File: src/rtl/game_pkg.sv
// -----------------------------------------------------------------------------
// game_pkg
// Shared types and defaults for the energy meter and its neighbours.
//   bullet_state_t : state of one bullet slot (IDLE/ACTIVE/EXPLODE/DONE)
//   energy_state_t : per-channel energy FSM state (CHARGE/FULL/DRAIN)
//   DRAIN_RATE_DEFAULT / REGEN_PERIOD_DEFAULT : default tuning values
//   bullet_can_hit() : true for bullet states that are allowed to score
// -----------------------------------------------------------------------------
package game_pkg;

    typedef enum logic [1:0] {
        IDLE    = 2'b00,
        ACTIVE  = 2'b01,
        EXPLODE = 2'b10,
        DONE    = 2'b11
    } bullet_state_t;

    typedef enum logic [1:0] {
        CHARGE = 2'b00,
        FULL   = 2'b01,
        DRAIN  = 2'b10
    } energy_state_t;

    localparam int DRAIN_RATE_DEFAULT   = 4;
    localparam int REGEN_PERIOD_DEFAULT = 12;

    // Only live or exploding bullets deal damage; idle/finished slots are stale.
    function automatic logic bullet_can_hit(bullet_state_t s);
        return (s == ACTIVE) || (s == EXPLODE);
    endfunction

endpackage

File: src/rtl/energy_meter_if.sv
// -----------------------------------------------------------------------------
// energy_meter_if
// Per-channel control handshake of the energy meter.
//   clr       : synchronous per-channel energy clear      (master -> slave)
//   spend_req : request/hold the special-move drain       (master -> slave)
//   spend_ack : one-cycle pulse when a drain starts       (slave -> master)
//   is_ready  : channel is full                           (slave -> master)
// -----------------------------------------------------------------------------
interface energy_meter_if #(
    parameter int N_CH = 2
);
    logic [N_CH-1:0] clr;
    logic [N_CH-1:0] spend_req;
    logic [N_CH-1:0] spend_ack;
    logic [N_CH-1:0] is_ready;

    modport master (
        output clr,
        output spend_req,
        input  spend_ack,
        input  is_ready
    );

    modport slave (
        input  clr,
        input  spend_req,
        output spend_ack,
        output is_ready
    );
endinterface

File: src/rtl/regen_timer.sv
// -----------------------------------------------------------------------------
// regen_timer
// Frame counter that runs 0..PERIOD-1 while enabled and flags the terminal
// count so the owner can add one unit of passive regeneration.
//   frame_clk : clock (one edge per frame)
//   reset     : asynchronous active-high reset
//   en        : count this frame
//   sclr      : synchronous clear to 0 (wins over en)
//   tick      : high during the frame whose edge wraps the counter
// -----------------------------------------------------------------------------
module regen_timer #(
    parameter int PERIOD = 12
) (
    input  logic frame_clk,
    input  logic reset,
    input  logic en,
    input  logic sclr,
    output logic tick
);
    localparam int CW = (PERIOD > 1) ? $clog2(PERIOD) : 1;
    localparam logic [CW-1:0] LAST = CW'(PERIOD - 1);

    logic [CW-1:0] count_q, count_d;

    assign tick = en && (count_q == LAST);

    always_comb begin
        count_d = count_q;
        if (sclr) begin
            count_d = '0;
        end else if (en) begin
            count_d = tick ? '0 : count_q + CW'(1);
        end
    end

    always_ff @(posedge frame_clk or posedge reset) begin
        if (reset) begin
            count_q <= '0;
        end else begin
            count_q <= count_d;
        end
    end
endmodule

File: src/rtl/energy_meter.sv
// -----------------------------------------------------------------------------
// energy_meter
// N_CH independent special-move energy meters plus the energy-bar pixel test.
// Each channel charges from qualifying bullet hits and a slow passive regen,
// latches FULL at full_energy, and drains at DRAIN_RATE while spend_req is
// held after being acknowledged.
//   frame_clk, reset : clock and asynchronous active-high reset
//   hit              : [ch][slot] hit flags
//   bullet_state     : per-slot bullet state
//   damage_unit      : base gain per hit (each hit adds twice this)
//   full_energy      : saturation level
//   ctl              : clr / spend_req in, spend_ack / is_ready out
//   energy           : current energy per channel
//   DrawX, DrawY     : pixel coordinate under test
//   is_energybar     : pixel lies on any bar
//   bar_ch           : lowest-index channel owning the pixel
//   bar_draining     : owning channel is draining
// -----------------------------------------------------------------------------
module energy_meter
    import game_pkg::*;
#(
    parameter int N_CH         = 2,
    parameter int N_BULLETS    = 20,
    parameter int W            = 10,
    parameter int REGEN_PERIOD = REGEN_PERIOD_DEFAULT,
    parameter int DRAIN_RATE   = DRAIN_RATE_DEFAULT,
    parameter int X_MIN        = 10,
    parameter int Y_MIN        = 50,
    parameter int BAR_H        = 20,
    parameter int Y_PITCH      = 30
) (
    input  logic                              frame_clk,
    input  logic                              reset,
    input  logic [N_CH-1:0][N_BULLETS-1:0]    hit,
    input  bullet_state_t [N_BULLETS-1:0]     bullet_state,
    input  logic [W-1:0]                      damage_unit,
    input  logic [W-1:0]                      full_energy,
    energy_meter_if.slave                     ctl,
    output logic [N_CH-1:0][W-1:0]            energy,
    input  logic [W-1:0]                      DrawX,
    input  logic [W-1:0]                      DrawY,
    output logic                              is_energybar,
    output logic [$clog2(N_CH)-1:0]           bar_ch,
    output logic                              bar_draining
);
    localparam int CH_W = $clog2(N_CH);
    // Wide enough for N_BULLETS * 2 * damage_unit plus energy and regen.
    localparam int SW = W + 6;

    energy_state_t [N_CH-1:0] state_all;
    logic [N_CH-1:0]          bar_hit;

    for (genvar gi = 0; gi < N_CH; gi++) begin : g_ch
        localparam int Y_TOP = Y_MIN + gi * Y_PITCH;

        energy_state_t state_q, state_d;
        logic [W-1:0]  energy_q, energy_d;
        logic          ack_q, ack_d;
        logic          ready_q, ready_d;
        logic [SW-1:0] gain, total;
        logic          regen_tick;
        logic          tmr_clr;

        regen_timer #(
            .PERIOD (REGEN_PERIOD)
        ) u_regen (
            .frame_clk (frame_clk),
            .reset     (reset),
            .en        (state_q == CHARGE),
            .sclr      (tmr_clr),
            .tick      (regen_tick)
        );

        always_comb begin
            gain = '0;
            for (int i = 0; i < N_BULLETS; i++) begin
                if (hit[gi][i] && bullet_can_hit(bullet_state[i])) begin
                    gain = gain + {5'b0, damage_unit, 1'b0};
                end
            end
            total = {6'b0, energy_q} + gain + SW'(regen_tick);
        end

        always_comb begin
            state_d  = state_q;
            energy_d = energy_q;
            ack_d    = 1'b0;
            if (ctl.clr[gi]) begin
                state_d  = CHARGE;
                energy_d = '0;
            end else begin
                case (state_q)
                    CHARGE: begin
                        // >= also catches full_energy dropping below energy.
                        if (total >= {6'b0, full_energy}) begin
                            energy_d = full_energy;
                            state_d  = FULL;
                        end else begin
                            energy_d = total[W-1:0];
                        end
                    end
                    FULL: begin
                        if (energy_q > full_energy) begin
                            energy_d = full_energy;
                        end
                        if (ctl.spend_req[gi]) begin
                            state_d = DRAIN;
                            ack_d   = 1'b1;
                        end
                    end
                    DRAIN: begin
                        // Releasing the button keeps whatever is left.
                        if (!ctl.spend_req[gi]) begin
                            state_d = CHARGE;
                        end else if (energy_q <= W'(DRAIN_RATE)) begin
                            energy_d = '0;
                            state_d  = CHARGE;
                        end else begin
                            energy_d = energy_q - W'(DRAIN_RATE);
                        end
                    end
                    default: begin
                        state_d  = CHARGE;
                        energy_d = '0;
                    end
                endcase
            end
            ready_d = (state_d == FULL);
            // Timer only runs while charging and restarts from 0 on re-entry.
            tmr_clr = ctl.clr[gi] || (state_d != CHARGE);
        end

        always_ff @(posedge frame_clk or posedge reset) begin
            if (reset) begin
                state_q  <= CHARGE;
                energy_q <= '0;
                ack_q    <= 1'b0;
                ready_q  <= 1'b0;
            end else begin
                state_q  <= state_d;
                energy_q <= energy_d;
                ack_q    <= ack_d;
                ready_q  <= ready_d;
            end
        end

        assign energy[gi]        = energy_q;
        assign state_all[gi]     = state_q;
        assign ctl.spend_ack[gi] = ack_q;
        assign ctl.is_ready[gi]  = ready_q;

        // Bar spans X_MIN .. X_MIN+energy-1; compared in 32 bits to avoid wrap.
        assign bar_hit[gi] = (energy_q != '0)
                          && (32'(DrawX) >= X_MIN)
                          && (32'(DrawX) <  X_MIN + 32'(energy_q))
                          && (32'(DrawY) >= Y_TOP)
                          && (32'(DrawY) <  Y_TOP + BAR_H);
    end

    // Scan high to low so the lowest overlapping channel wins.
    always_comb begin
        is_energybar = 1'b0;
        bar_ch       = '0;
        bar_draining = 1'b0;
        for (int c = N_CH - 1; c >= 0; c--) begin
            if (bar_hit[c]) begin
                is_energybar = 1'b1;
                bar_ch       = CH_W'(c);
                bar_draining = (state_all[c] == DRAIN);
            end
        end
    end
endmodule

File: src/flat_wrapper.sv
// flat-port wrapper written by rule: the top's interface ports become plain ports
module energy_meter_flat import game_pkg::*;
#(
    parameter int N_CH         = 2,
    parameter int N_BULLETS    = 20,
    parameter int W            = 10,
    parameter int REGEN_PERIOD = REGEN_PERIOD_DEFAULT,
    parameter int DRAIN_RATE   = DRAIN_RATE_DEFAULT,
    parameter int X_MIN        = 10,
    parameter int Y_MIN        = 50,
    parameter int BAR_H        = 20,
    parameter int Y_PITCH      = 30
)
  (frame_clk, reset, hit, bullet_state, damage_unit, full_energy, energy, DrawX, DrawY, is_energybar, bar_ch, bar_draining, ctl_clr, ctl_spend_req, ctl_spend_ack, ctl_is_ready);
  energy_meter_if #(.N_CH(N_CH)) ctl_i ();
  input  logic frame_clk;
  input  logic reset;
  input  logic [N_CH-1:0][N_BULLETS-1:0] hit;
  input  bullet_state_t [N_BULLETS-1:0] bullet_state;
  input  logic [W-1:0] damage_unit;
  input  logic [W-1:0] full_energy;
  output logic [N_CH-1:0][W-1:0] energy;
  input  logic [W-1:0] DrawX;
  input  logic [W-1:0] DrawY;
  output logic is_energybar;
  output logic [$clog2(N_CH)-1:0] bar_ch;
  output logic bar_draining;
  input wire logic [$bits(ctl_i.clr)-1:0] ctl_clr;
  input wire logic [$bits(ctl_i.spend_req)-1:0] ctl_spend_req;
  output wire logic [$bits(ctl_i.spend_ack)-1:0] ctl_spend_ack;
  output wire logic [$bits(ctl_i.is_ready)-1:0] ctl_is_ready;
  assign ctl_i.clr = ctl_clr;
  assign ctl_i.spend_req = ctl_spend_req;
  assign ctl_spend_ack = ctl_i.spend_ack;
  assign ctl_is_ready = ctl_i.is_ready;
  energy_meter #(.N_CH(N_CH), .N_BULLETS(N_BULLETS), .W(W), .REGEN_PERIOD(REGEN_PERIOD), .DRAIN_RATE(DRAIN_RATE), .X_MIN(X_MIN), .Y_MIN(Y_MIN), .BAR_H(BAR_H), .Y_PITCH(Y_PITCH)) u_core (.frame_clk(frame_clk), .reset(reset), .hit(hit), .bullet_state(bullet_state), .damage_unit(damage_unit), .full_energy(full_energy), .ctl(ctl_i), .energy(energy), .DrawX(DrawX), .DrawY(DrawY), .is_energybar(is_energybar), .bar_ch(bar_ch), .bar_draining(bar_draining));
endmodule
File: config.mk
export PLATFORM = sky130hd
export DESIGN_NAME = energy_meter_flat
export DESIGN_NICKNAME = d
export VERILOG_FILES = /design/src/rtl/game_pkg.sv /design/src/rtl/energy_meter_if.sv /design/src/rtl/regen_timer.sv /design/src/rtl/energy_meter.sv /design/src/flat_wrapper.sv
export SDC_FILE = /design/constraint.sdc
export NUM_CORES = 1
export LEC_CHECK = 0
export CAP_MARGIN = 20
export CELL_PAD_IN_SITES_DETAIL_PLACEMENT = 1
export CELL_PAD_IN_SITES_GLOBAL_PLACEMENT = 2
export CORE_MARGIN = 2
export CORE_UTILIZATION = 41
export CTS_BUF_LIST = sky130_fd_sc_hd__clkbuf_8
export CTS_CLUSTER_SIZE = 10
export DETAILED_ROUTE_END_ITERATION = 10
export PLACE_DENSITY = 0.94
export SETUP_SLACK_MARGIN = 0.4
export SLEW_MARGIN = 10
export SYNTH_ARGS = -nofsm -noshare
export SYNTH_HDL_FRONTEND = slang
export SYNTH_SLANG_ARGS = --single-unit
File: constraint.sdc
create_clock -name frame_clk -period 7.5 [get_ports frame_clk]
set_clock_uncertainty 0.2 [all_clocks]
set_input_delay 1.125 -clock frame_clk [delete_from_list [all_inputs] [get_ports frame_clk]]
set_output_delay 1.125 -clock frame_clk [all_outputs]
set_load 0.01 [all_outputs]
==> impl_metrics.csv, run 1 <==
group,metric,value,unit
outcome,run_status,"stopped before the end",
outcome,haltStage,"5_1_grt",
outcome,error,"[ERROR GRT-0232] Routing congestion too high. Check the congestion heatmap in the GUI.",
sta,worstEndpointType,"register data pin",
place,numPortBuffers,151,
grt,track_usage,83.3,%
place,placed_cell_area,0.0396,mm2
logic_synthesis,synth_common_cells,"458 x ha_1, 363 x a21oi_1, 285 x nand2_1, 283 x nor2_1, 265 x inv_1",
logic_synthesis,syn_area,0.0278,mm2
floorplanning,ios,153,
cts,numCtsBuffers,5,
grt,globalRouteOverflowTotal,565,
floorplanning,start_util,41.4,%
floorplanning,die_w,265,um
place,place_ws,-14100,ps
logic_synthesis,synth_enable_flop_cells,0,
logic_synthesis,synth.top_cell.area_share,20.6,%
logic_synthesis,ys_ff_latch,36,
cts,cts_sinks,36,
cts,htree_levels,2,
sta,grt_repair_worst_endpoint,"u_core.g_ch[1].energy_q[3]$_DFFE_PP0P_/D",
logic_synthesis,synth_cell_types,106,
logic_synthesis,syn_area_per_cell,7.44,um2
cts,clockRootBuffer,"clkbuf_8",
logic_synthesis,yosys_warnings,0,
logic_synthesis,yosysMostFrequentCell,"ha_1",
floorplanning,die_y,265,um
place,place_hpwl,104,mm
logic_synthesis,seq_area_frac_synth,3.24,%
cts,cts.path.max_buffers,2,
logic_synthesis,synth_flop_cell,"dfrtp_1",
logic_synthesis,yosys-top-cells-area,"ha_1 21%, xnor2_1 7.4%, mux2_2 6.9%",
grt,grt_max_degree,37,
place,place_congestion,0.876,
logic_synthesis,async_reset_ff_share,100,%
floorplanning,rows,95,
cts,postCtsHoldBufs,0,
logic_synthesis,synth_cells,3740,
logic_synthesis,synthesis.nets,4362,
logic_synthesis,yosys.area.top_type,"ha_1",
-- per-layer routing --
layer | track usage, % | overflow
met2 | 99.0 | 359
met5 | 37.2 | 0
met3 | 70.6 | 11
met1 | 80.0 | 6
met4 | 89.3 | 189
-- kinds of logic after synthesis --
kind of cell    share of synthesized area, %
fa+ha+maj                               23.5
xor+xnor                                14.1
mux                                     8.43
flops                                   3.24
simple gates                            18.7
buf+inv                                 4.83
compound gates                          27.3
-- metrics by stage --
stage                     util [%]  std cells
after CTS                     64.4       5941
after floorplan                  -       3740
after global placement        59.0       5773
after detailed placement      59.0       5773
-- timing repair --
| item | CTS |
|---|---|
| gates cloned | 1 |
| gates resized for setup | 481 |
| buffers inserted | 159 |
| endpoints found under the hold margin | 0 |
| setup endpoints to repair | 32 |
| pin swaps | 221 |
==> run 2: changes to the inputs <==
CELL_PAD_IN_SITES_DETAIL_PLACEMENT = unset   (was 1)
CELL_PAD_IN_SITES_GLOBAL_PLACEMENT = unset   (was 2)
CORE_UTILIZATION = 40   (was 41)
CTS_BUF_LIST = unset   (was sky130_fd_sc_hd__clkbuf_8)
CTS_CLUSTER_SIZE = unset   (was 10)
PLACE_DENSITY = unset   (was 0.94)
PLACE_DENSITY_LB_ADDON = 0.15   (was unset)
SETUP_SLACK_MARGIN = unset   (was 0.4)
==> run 2 against run 1 <==
  * The flow now finishes, with violations (setup timing)
  * Synthesized cell count did not move
  * Synthesized area did not move
==> impl_metrics.csv, run 2 <==
group,metric,value,unit
outcome,run_status,"finished with violations",
outcome,violations,"setup timing",
logic_synthesis,ys_ff_latch,36,
job,maxCapViolCount,0,
critical_path,crit_fanout,6,
sta,drv_slew,0,
final_layout,final_area,0.0430,mm2
final_layout,biggestRegsByFlops,"u_core.g_ch.energy_q (20), u_core.g_ch.u_regen.count_q (8), u_core.g_ch.state_q (4)",
cts,numCtsBuffers,5,
drt,drc,0,
floorplanning,dieArea,0.0717,mm2
floorplanning,die_w,268,um
grt,grt_pass1_wl,147,mm
sta,slew_headroom,41.5,%
logic_synthesis,yosysMostFrequentCell,"ha_1",
final_layout,diodes,0,
drt,first_pass_iters,6,
logic_synthesis,yosys.area.top_type,"ha_1",
grt,globalRouteOverflowTotal,0,
place,dp_cells,5765,
drt,ant_nets,0,
final_layout,fin_nets,5625,
cts,clockRootBuffer,"clkbuf_16",
cts,postCtsHoldBufs,0,
logic_synthesis,synthesis.nets,4362,
sta,timing.fmax,51.2,MHz
logic_synthesis,synth_cells,3740,
drt,wl_per_cell,15.1,um
sta,tightest_slew,877,ps
sta,rsz0062_at_grt,"yes",
floorplanning,start_util,40.5,%
logic_synthesis,synth_enable_flop_cells,0,
sta,setup_violations,32,
cts,cts.path.max_buffers,2,
hold_path,hp-class,"reg2reg",
grt,grt_pass1_vias,30300,
final_layout,layout_commonest_cell,"buf_4",
place,numPortBuffers,151,
critical_path,slowest_stage,"or4b_1",
logic_synthesis,synth.top_cell.area_share,20.6,%
place,placed_cell_area,0.0392,mm2
final_layout,utilization,62.6,%
hold_path,hp-start,"u_core.g_ch[0].u_regen.count_q[1]",
final_layout,finalNonFillerCells,5934,
logic_synthesis,synth_common_cells,"458 x ha_1, 363 x a21oi_1, 285 x nand2_1, 283 x nor2_1, 265 x inv_1",
cts,htree_levels,2,
final_layout,synthToLayoutAreaGrowth,54.6,%
floorplanning,ios,153,
critical_path,cp.required,7430,ps
cts,clock_latency,280,ps
drt,vias_per_cell,5.24,
critical_path,worstPathArrival,19440,ps
logic_synthesis,synth_flop_cell,"dfrtp_1",
logic_synthesis,syn_area_per_cell,7.44,um2
logic_synthesis,yosys_warnings,0,
sta,layout_setup_ws,-12020,ps
sta,finalHoldViolCount,0,
sta,fin_crit_sh,260,%
place,place_hpwl,72.5,mm
floorplanning,rows,96,
critical_path,crit_path_frequent_cell,"ha_4",
drt,routed_wl,89.9,mm
critical_path,worstSetupEndpointType,"flip-flop",
grt,grt_max_degree,37,
critical_path,crit_start,"bullet_state[0]",
logic_synthesis,synth_cell_types,106,
cts,cts_tree,"done",
critical_path,r2r_start,"u_core.g_ch[0].state_q[1]",
cts,cts_sinks,36,
place,place_congestion,0.883,
final_layout,final_cell_mix,"1,173 x buf_4, 315 x ha_1, 265 x nand2_1, 265 x nor2_1, 246 x inv_1",
final_layout,drive_above_1_share,39.8,%
drt,drt_iter0_drc,1497,
cts,clk_pin_slew,60,ps
floorplanning,core_area,0.0687,mm2
critical_path,cp_slowest_stage_delay,470,ps
drt,vias,31100,
logic_synthesis,syn_area,0.0278,mm2
final_layout,largest_reg_flops,20,
floorplanning,die_y,268,um
critical_path,ff2ff_setup_slack,1620,ps
critical_path,cp-start-kind,"input port",
sta,post-route-min-period,19520,ps
final_layout,top_register,"u_core.g_ch.energy_q",
logic_synthesis,seq_area_frac_synth,3.24,%
grt,track_usage,24.2,%
logic_synthesis,yosys-top-cells-area,"ha_1 21%, xnor2_1 7.4%, mux2_2 6.9%",
critical_path,worstSetupPathType,"in2reg",
grt,antenna_found_initial,0,
sta,setup_tns,-380490,ps
logic_synthesis,async_reset_ff_share,100,%
==> run 2: final cells by class <==
| class | instances | area [um2] |
|---|---|---|
| Timing Repair Buffer | 1337 | 10500 |
| Fill cell | 6101 | 25700 |
| Multi-Input combinational cell | 3358 | 29300 |
| Sequential cell | 36 | 901 |
| Inverter | 265 | 1000 |
| Tap cell | 931 | 1160 |
| Clock buffer | 7 | 153 |
==> run 2: metrics by stage <==
step	worst slack [ps]	hold slack, ps
6_report	-12020	384
5_1_grt	-12930	416
4_1_cts	-11860	388
3_5_place_dp	-12950	382
3_3_place_gp	-12780	340
2_1_floorplan	-11530	323
==> run 2: kinds of logic (layout without fill, tap and decap cells) <==
| kind of cell | count (synthesis) | in the layout | synth area share [%] |
|---|---|---|---|
| AOI/OAI and AO/OA | 1191 | 1191 | 27.3 |
| xor gates and xnor gates | 396 | 396 | 14.1 |
| adders and majority gates | 500 | 500 | 23.5 |
| buffers and inverters | 346 | 1609 | 4.83 |
| DFF | 36 | 36 | 3.24 |
| muxes | 212 | 212 | 8.43 |
| and+or+nand+nor | 1059 | 1059 | 18.7 |
==> run 2: critical path: cells and delay by family <==
family,cells,cell delay [ps]
mux,5,1460
fa+ha+maj,18,5360
compound gates,29,4230
xor+xnor,15,2300
buf+inv,11,1230
simple gates,27,3640
==> run 2: final timing paths <==
kind	depth (start not counted)	endpoint
worst min register to register	2	u_core.g_ch[0].u_regen.count_q[1]
worst max-delay path	105	u_core.g_ch[1].energy_q[3]
worst max register to register	28	u_core.g_ch[0].energy_q[2]
max in group asynchronous	3	u_core.g_ch[0].energy_q[1]
min in group asynchronous	3	u_core.g_ch[0].state_q[1]
worst min-delay path	2	u_core.g_ch[0].u_regen.count_q[1]
==> run 2: what timing repair did <==
action,in CTS,in global routing
buffers inserted,105,55
cloned,2,0
pin swaps,170,198
setup endpoints to repair,32,32
gates resized for setup,299,230
==> run 2: routing by layer <==
layer	share of wire, %	vias up	track usage, %
met2	47	439	42.4
met5	0	-	0
li1	-	16100	-
met4	0.67	0	1.80
met3	2.5	44	0.669
met1	50	14500	34.3
Power of run 2 is not shown: default switching activity piles up to over one toggle a cycle in this logic, so the estimate is an artifact.
